`src/rtl/skew_offset_pkg.sv`:
```
// Shared state encoding and width/saturation-bound helpers for the skewed-offset accumulator.
package skew_offset_pkg;

    typedef enum logic [1:0] {
        IDLE,
        ACCUM,
        DRAIN,
        HOLD
    } state_t;

    function automatic int sum_width(input int size_input, input int size_code);
        return size_input + size_code;
    endfunction

    // Two's-complement clamp bounds for a w-bit signed accumulator (w <= 63).
    function automatic longint sat_max(input int w);
        return (64'sd1 <<< (w - 1)) - 64'sd1;
    endfunction

    function automatic longint sat_min(input int w);
        return -(64'sd1 <<< (w - 1));
    endfunction

endpackage

```
`src/rtl/skew_offset_accum_if.sv`:
```
// Beat-in / result-out handshake bundle for skew_offset_accum; the block itself binds the slave modport.
interface skew_offset_accum_if #(
    parameter int SIZE_INPUT  = 8,
    parameter int SIZE_CODE   = 5,
    parameter int SIZE_OUTPUT = 16
);
    logic        [SIZE_INPUT*SIZE_CODE-1:0] offset;
    logic signed [SIZE_OUTPUT-1:0]          acc_init;
    logic                                   in_valid;
    logic                                   in_first;
    logic                                   in_last;
    logic                                   in_ready;
    logic signed [SIZE_OUTPUT-1:0]          out;
    logic                                   out_valid;
    logic                                   out_ready;
    logic                                   sat;
    logic                                   err;

    modport master (
        output offset, acc_init, in_valid, in_first, in_last, out_ready,
        input  in_ready, out, out_valid, sat, err
    );

    modport slave (
        input  offset, acc_init, in_valid, in_first, in_last, out_ready,
        output in_ready, out, out_valid, sat, err
    );
endinterface

```
`src/rtl/skew_offset_reduce.sv`:
```
// Combinational skew of one beat's count codes into a signed weighted sum;
// code column i is weighted by 2^i and the top column carries negative weight.
module skew_offset_reduce
    import skew_offset_pkg::*;
#(
    parameter int SIZE_INPUT = 8,
    parameter int SIZE_CODE  = 5,
    parameter int SUM_W      = sum_width(SIZE_INPUT, SIZE_CODE)
) (
    input  logic        [SIZE_INPUT*SIZE_CODE-1:0] offset,
    output logic signed [SUM_W-1:0]                sum
);

    logic signed [SUM_W-1:0] term;

    always_comb begin
        term = '0;
        sum  = '0;
        for (int i = 0; i < SIZE_INPUT; i++) begin
            term = $signed(SUM_W'(offset[i*SIZE_CODE +: SIZE_CODE])) <<< i;
            if (i == SIZE_INPUT - 1)
                sum = sum - term;
            else
                sum = sum + term;
        end
    end

endmodule

```
`src/rtl/skew_offset_accum.sv`:
```
// Skewed-offset batch accumulator: reduce -> stage-1 beat register -> stage-2 accumulator -> held result.
// Defining SKEW_ACC_SAT_EN compiles in clamping accumulation and a sticky per-batch sat flag.
module skew_offset_accum
    import skew_offset_pkg::*;
#(
    parameter int SIZE_INPUT  = 8,
    parameter int SIZE_CODE   = 5,
    parameter int SIZE_OUTPUT = 16
) (
    input logic                clk,
    input logic                rst,
    skew_offset_accum_if.slave bus
);

    localparam int SUM_W = sum_width(SIZE_INPUT, SIZE_CODE);

    state_t                        state, state_nxt;
    logic                          in_ready;
    logic                          accept;
    logic                          err_d, err_q;
    logic signed [SUM_W-1:0]       sum_p0;
    logic signed [SUM_W-1:0]       sum_p1;
    logic signed [SIZE_OUTPUT-1:0] init_p1;
    logic                          first_p1;
    logic                          vld_p1;
    logic signed [SIZE_OUTPUT-1:0] base_p1;
    logic signed [SIZE_OUTPUT-1:0] sum_ext_p1;
    logic signed [SIZE_OUTPUT-1:0] acc_nxt;
    logic signed [SIZE_OUTPUT-1:0] acc_p2;

    skew_offset_reduce #(
        .SIZE_INPUT (SIZE_INPUT),
        .SIZE_CODE  (SIZE_CODE),
        .SUM_W      (SUM_W)
    ) u_reduce (
        .offset (bus.offset),
        .sum    (sum_p0)
    );

    always_ff @(posedge clk or posedge rst) begin
        if (rst) state <= IDLE;
        else     state <= state_nxt;
    end

    // DRAIN covers the cycle in which stage 2 folds in the last beat.
    always_comb begin
        state_nxt = state;
        in_ready  = 1'b0;
        case (state)
            IDLE: begin
                in_ready = 1'b1;
                if (bus.in_valid && bus.in_first)
                    state_nxt = bus.in_last ? DRAIN : ACCUM;
            end
            ACCUM: begin
                in_ready = 1'b1;
                if (bus.in_valid && bus.in_last)
                    state_nxt = DRAIN;
            end
            DRAIN:   state_nxt = HOLD;
            HOLD:    if (bus.out_ready) state_nxt = IDLE;
            default: state_nxt = IDLE;
        endcase
    end

    // A beat arriving in IDLE without in_first is dropped and flagged.
    assign accept = bus.in_valid && in_ready && (state != IDLE || bus.in_first);
    assign err_d  = bus.in_valid && (state == IDLE) && !bus.in_first;

    always_ff @(posedge clk or posedge rst) begin
        if (rst) err_q <= 1'b0;
        else     err_q <= err_d;
    end

    // ---- stage 1: registered per-beat sum and batch-start flag ----
    always_ff @(posedge clk or posedge rst) begin
        if (rst) vld_p1 <= 1'b0;
        else     vld_p1 <= accept;
    end

    always_ff @(posedge clk) begin
        if (accept) begin
            sum_p1   <= sum_p0;
            first_p1 <= bus.in_first;
            if (bus.in_first)
                init_p1 <= bus.acc_init;
        end
    end

    // ---- stage 2: accumulate onto acc_init (batch start) or the running total ----
    assign base_p1    = first_p1 ? init_p1 : acc_p2;
    assign sum_ext_p1 = SIZE_OUTPUT'(sum_p1);

`ifdef SKEW_ACC_SAT_EN
    localparam logic signed [SIZE_OUTPUT-1:0] ACC_MAX = SIZE_OUTPUT'(sat_max(SIZE_OUTPUT));
    localparam logic signed [SIZE_OUTPUT-1:0] ACC_MIN = SIZE_OUTPUT'(sat_min(SIZE_OUTPUT));

    logic clip_p1;
    logic sat_p2;

    // Returns {clipped, value}; overflow shows as disagreement of the two top bits of the widened sum.
    function automatic logic [SIZE_OUTPUT:0] sat_add(input logic signed [SIZE_OUTPUT-1:0] a,
                                                     input logic signed [SIZE_OUTPUT-1:0] b);
        logic signed [SIZE_OUTPUT:0] wide;
        wide = (SIZE_OUTPUT+1)'(a) + (SIZE_OUTPUT+1)'(b);
        if (wide[SIZE_OUTPUT] != wide[SIZE_OUTPUT-1])
            return {1'b1, (wide[SIZE_OUTPUT] ? ACC_MIN : ACC_MAX)};
        return {1'b0, wide[SIZE_OUTPUT-1:0]};
    endfunction

    assign {clip_p1, acc_nxt} = sat_add(base_p1, sum_ext_p1);

    always_ff @(posedge clk or posedge rst) begin
        if (rst)         sat_p2 <= 1'b0;
        else if (vld_p1) sat_p2 <= clip_p1 | (sat_p2 & ~first_p1);
    end

    assign bus.sat = sat_p2;
`else
    function automatic logic signed [SIZE_OUTPUT-1:0] wrap_add(input logic signed [SIZE_OUTPUT-1:0] a,
                                                               input logic signed [SIZE_OUTPUT-1:0] b);
        return a + b;
    endfunction

    assign acc_nxt = wrap_add(base_p1, sum_ext_p1);
    assign bus.sat = 1'b0;
`endif

    always_ff @(posedge clk or posedge rst) begin
        if (rst)         acc_p2 <= '0;
        else if (vld_p1) acc_p2 <= acc_nxt;
    end

    // ---- result: the accumulator is held stable in HOLD since no beats are accepted there ----
    assign bus.in_ready  = in_ready;
    assign bus.out       = acc_p2;
    assign bus.out_valid = (state == HOLD);
    assign bus.err       = err_q;

endmodule

```
`src/flat_wrapper.sv`:
```
// flat-port wrapper written by rule: the top's interface ports become plain ports
module skew_offset_accum_flat import skew_offset_pkg::*;
#(
    parameter int SIZE_INPUT  = 8,
    parameter int SIZE_CODE   = 5,
    parameter int SIZE_OUTPUT = 16
)
  (clk, rst, bus_offset, bus_acc_init, bus_in_valid, bus_in_first, bus_in_last, bus_out_ready, bus_in_ready, bus_out, bus_out_valid, bus_sat, bus_err);
  skew_offset_accum_if #(.SIZE_INPUT(SIZE_INPUT), .SIZE_CODE(SIZE_CODE), .SIZE_OUTPUT(SIZE_OUTPUT)) bus_i ();
  input logic clk;
  input logic rst;
  input wire logic [$bits(bus_i.offset)-1:0] bus_offset;
  input wire logic [$bits(bus_i.acc_init)-1:0] bus_acc_init;
  input wire logic [$bits(bus_i.in_valid)-1:0] bus_in_valid;
  input wire logic [$bits(bus_i.in_first)-1:0] bus_in_first;
  input wire logic [$bits(bus_i.in_last)-1:0] bus_in_last;
  input wire logic [$bits(bus_i.out_ready)-1:0] bus_out_ready;
  output wire logic [$bits(bus_i.in_ready)-1:0] bus_in_ready;
  output wire logic [$bits(bus_i.out)-1:0] bus_out;
  output wire logic [$bits(bus_i.out_valid)-1:0] bus_out_valid;
  output wire logic [$bits(bus_i.sat)-1:0] bus_sat;
  output wire logic [$bits(bus_i.err)-1:0] bus_err;
  assign bus_i.offset = bus_offset;
  assign bus_i.acc_init = bus_acc_init;
  assign bus_i.in_valid = bus_in_valid;
  assign bus_i.in_first = bus_in_first;
  assign bus_i.in_last = bus_in_last;
  assign bus_i.out_ready = bus_out_ready;
  assign bus_in_ready = bus_i.in_ready;
  assign bus_out = bus_i.out;
  assign bus_out_valid = bus_i.out_valid;
  assign bus_sat = bus_i.sat;
  assign bus_err = bus_i.err;
  skew_offset_accum #(.SIZE_INPUT(SIZE_INPUT), .SIZE_CODE(SIZE_CODE), .SIZE_OUTPUT(SIZE_OUTPUT)) u_core (.clk(clk), .rst(rst), .bus(bus_i));
endmodule
```
`config.mk`:
```
export PLATFORM = sky130hd
export DESIGN_NAME = skew_offset_accum_flat
export DESIGN_NICKNAME = d
export VERILOG_FILES = /design/src/rtl/skew_offset_pkg.sv /design/src/rtl/skew_offset_accum_if.sv /design/src/rtl/skew_offset_reduce.sv /design/src/rtl/skew_offset_accum.sv /design/src/flat_wrapper.sv
export SDC_FILE = /design/constraint.sdc
export NUM_CORES = 1
export LEC_CHECK = 0
export ABC_AREA = 0
export BUFFER_PORTS_ARGS = -buffer_cell sky130_fd_sc_hd__buf_2
export CORE_MARGIN = 5
export CORE_UTILIZATION = 57
export CTS_CLUSTER_DIAMETER = 50
export DETAILED_ROUTE_END_ITERATION = 10
export GPL_TIMING_DRIVEN = 0
export PLACE_DENSITY = 0.86
export SKIP_LAST_GASP = 1
export SLEW_MARGIN = 20
export SYNTH_ARGS = -nofsm -noshare
export SYNTH_HDL_FRONTEND = slang
export SYNTH_SLANG_ARGS = --single-unit
```
`constraint.sdc`:
```
create_clock -name clk -period 3.5 [get_ports clk]
set_input_delay 0.525 -clock clk [delete_from_list [all_inputs] [get_ports clk]]
set_output_delay 0.525 -clock clk [all_outputs]
set_load 0.005 [all_outputs]
```
==> flow_summary.ini <==
[clocking]
clock_sinks = 50
clk_pin_slew_ns = 0.09
hold_buffers = 0
clock_latency_ns = 0.30
h-tree-depth = 2
clk_path_buf_depth = 2
cts_tree = built
cts_made_buffers = 5
clockRootBuffer = clkbuf_8

[run_status]
violations = negative setup slack
run_status = finished with violations

[worst_setup_path]
timing_worst_setup_path_type = in -> reg
worstPathArrival_ns = 5.28
worst_setup_path_start_kind = input pin
cp-endpoint = u_core.sum_p1[12]
worst-path-max-fanout = 4
r2r-end = u_core.bus.out[14]
r2r_start = u_core.first_p1
end_kind = flip-flop
crit_start = bus_offset[11]
reg2reg_depth = 11
cp.required_ns = 3.64
rrSetupSlack_ns = 0.20

[die]
start_util = 0.5815
die_y_um = 95.79
die_x_um = 95.79
core_region_area_sq_um = 7214
io_pins = 82
fp-row-count = 31
die-area_sq_um = 9176

[synthesis]
synth_edf_count = 30
yosys.area_share.xor_xnor = 0.03549
synth_top_family_by_area = adder cells
syn_nets = 550
syn_avg_cell_area_sq_um = 10.13
synthesis.area_sq_um = 4195
ys_types = 59
yosys_warnings = 0
synthAdderAreaFrac = 0.2565
synth-simple-area-share = 0.09663
synthArstFlopShare = 0.4000
muxShareOfSynthArea = 0.06770
synthesis.instances = 414
synth-main-ff-cell = edfxtp_1
synth-seq-cells = 50
synth_compound_gate_area_share = 0.1291
synth-seq-area-share = 0.3340

[pwr]
peakVddDrop_mv = 0.6787
leakagePower_nw = 2.483
power_density_nw_per_um2 = 1022

[placed_design]
numPortBuffers = 80
place_hpwl_um = 7119
dpl.cell_count = 594
place.gp.congestion = 0.9137
pre_cts_ws_ns = -2.102

[sta]
setup-violations-final = 8
tightest_slew_ns = 0.8844
min_period_ns = 5.133
setup_ws_ns = -1.633
rsz0062_at_grt = true
post-route-period-util = 1.467
relSlewSlack = 0.4097
skew_ns = 0.006485
tns_ns = -9.810
finalHoldViolations = 0
final-max-slew-violation-count = 0
fmax_mhz = 194.8

[global_routing]
grt-ovfl-total = 0
grt_pass1_wl_um = 15120
grt_usage = 0.2107
grt_pass1_vias = 3393
antenna_found_initial = 0
grt_max_degree = 21

[route]
wire_per_inst_um = 15.22
ant_nets = 0
drcViolationCount = 0
vias = 3359
drt_iter0_markers = 136
first_pass_iters = 5
vias_per_cell = 5.498
wirelength_um = 9298

[cells_and_area]
nets = 647
n_antenna_cell = 0
syn2layout_area_growth_pct = 22.93
stdcell_count = 611
drive_above_1_share = 0.3418
post-route-util = 0.7149

[hold_path]
holdCritPathClass = in -> reg
hold_depth = 1

[run]
cap_violations = 0
per-layer routing:
layer  global-route usage  share of wire
met5                    0              0
met4              0.04858          0.022
met2               0.3943           0.52
met1               0.2572           0.39
met3              0.02502          0.063
layout make-up:
cell class | count | area (sq um)
multi-input cells | 282 | 2686
fillers | 532 | 2057
flip-flops and latches | 50 | 1401
repair buffers | 90 | 523.0
inverters | 72 | 277.8
well taps | 99 | 123.9
clock buffers | 6 | 72.57
plain buffers | 10 | 63.81
clock inverters | 2 | 8.758
state kept, by name, indices dropped and copies added (netlist names):
name / count
u_core.vld_p1: 1
u_core.state: 2
u_core.sum_p1: 13
u_core.init_p1: 16
u_core.bus.err: 1
u_core.bus.out: 16
u_core.first_p1: 1
cell usage after synthesis, types with 3 or more instances:
| cell type | count | area [sq um] |
|---|---|---|
| o31ai_1 | 3 | 22.52 |
| nand2_1 | 24 | 90.09 |
| inv_1 | 72 | 270.3 |
| xor2_1 | 6 | 52.55 |
| ha_1 | 54 | 675.7 |
| mux2_2 | 18 | 202.7 |
| and3_1 | 6 | 37.54 |
| nor2_1 | 25 | 93.84 |
| fa_1 | 20 | 400.4 |
| dfrtp_1 | 20 | 500.5 |
| nor3_1 | 8 | 40.04 |
| xnor2_1 | 11 | 96.34 |
| o21ai_0 | 12 | 60.06 |
| buf_2 | 3 | 15.01 |
| a211oi_1 | 3 | 22.52 |
| a21oi_1 | 21 | 105.1 |
| edfxtp_1 | 30 | 900.9 |
| nor2b_1 | 4 | 25.02 |
| mux2i_1 | 7 | 70.07 |
| nand3_1 | 9 | 45.04 |
| o21a_1 | 4 | 30.03 |
| a21o_1 | 8 | 60.06 |
| o21ai_1 | 4 | 20.02 |
cell families after synthesis:
kind of cell / count (synthesis)
AOI/OAI and AO/OA: 78
xor gates and xnor gates: 17
adders and majority gates: 74
buffers and inverters: 82
DFF: 50
muxes: 26
other: 1
and+or+nand+nor: 86
how the worst min path moves through the flow:
stage                             from                 end  slack (ns)
global route          bus_acc_init[11]  u_core.init_p1[11]        0.38
floorplan                          rst      u_core.bus.err        0.49
finish                bus_acc_init[11]  u_core.init_p1[11]        0.39
global placement     u_core.bus.out[3]   u_core.bus.out[3]        0.48
detailed placement  u_core.bus.out[15]  u_core.bus.out[15]        0.50
CTS                   bus_acc_init[11]  u_core.init_p1[11]        0.39
through the flow:
step,hold slack (ns),power [mW],area (sq um)
floorplan,0.4888,3.568,4320
global placement,0.4781,4.118,4845
detailed placement,0.5011,4.270,4862
CTS,0.3885,4.918,5056
global route,0.3796,5.700,5157
finish,0.3907,5.271,5157
report_power, final:
part / switching [mW] / internal (mW)
registers: 0.120 / 0.930
clock network: 0.184 / 0.138
logic: 2.01 / 1.89
worst max-delay path, cell delays in order:
cell	delay, ns
buf_8	0.08
inv_8	0.02
fa_1	0.55
fa_1	0.43
inv_2	0.08
ha_4	0.13
inv_2	0.04
fa_2	0.35
inv_2	0.06
a21o_1	0.12
a21oi_2	0.06
xor2_1	0.15
fa_1	0.49
inv_2	0.04
fa_1	0.49
inv_1	0.04
fa_1	0.49
inv_2	0.05
ha_4	0.28
nand3_2	0.09
o211a_1	0.26
o311a_1	0.31
a211oi_2	0.15
repair_timing:
| action | 4_1_cts | 5_1_grt |
|---|---|---|
| pin swaps | 22 | 18 |
| hold endpoints to repair | 0 | 0 |
| buffers inserted | 8 | 3 |
| endpoints found under the setup margin | 9 | 9 |
| gates resized for setup | 16 | 21 |
cells in the final DEF (no fill, tap or decap), drive strengths merged, types with 2 or more instances in the layout:
cell type and count:
nand3 9, or2 2, inv 72, dfrtp 20
ha 54, o311ai 2, nor3 8, o31ai 3
nor2b 4, and3 7, nor2 25, a31oi 2
fa 20, a21o 8, o21ai 17, xnor2 11
o21a 4, mux2 19, a211oi 4, clkbuf 8
a21oi 22, clkinv 2, buf 98, a22oi 2
mux2i 7, o21bai 2, edfxtp 30, xor2 6
nand2 24
Power figures use the tool's default switching activity.
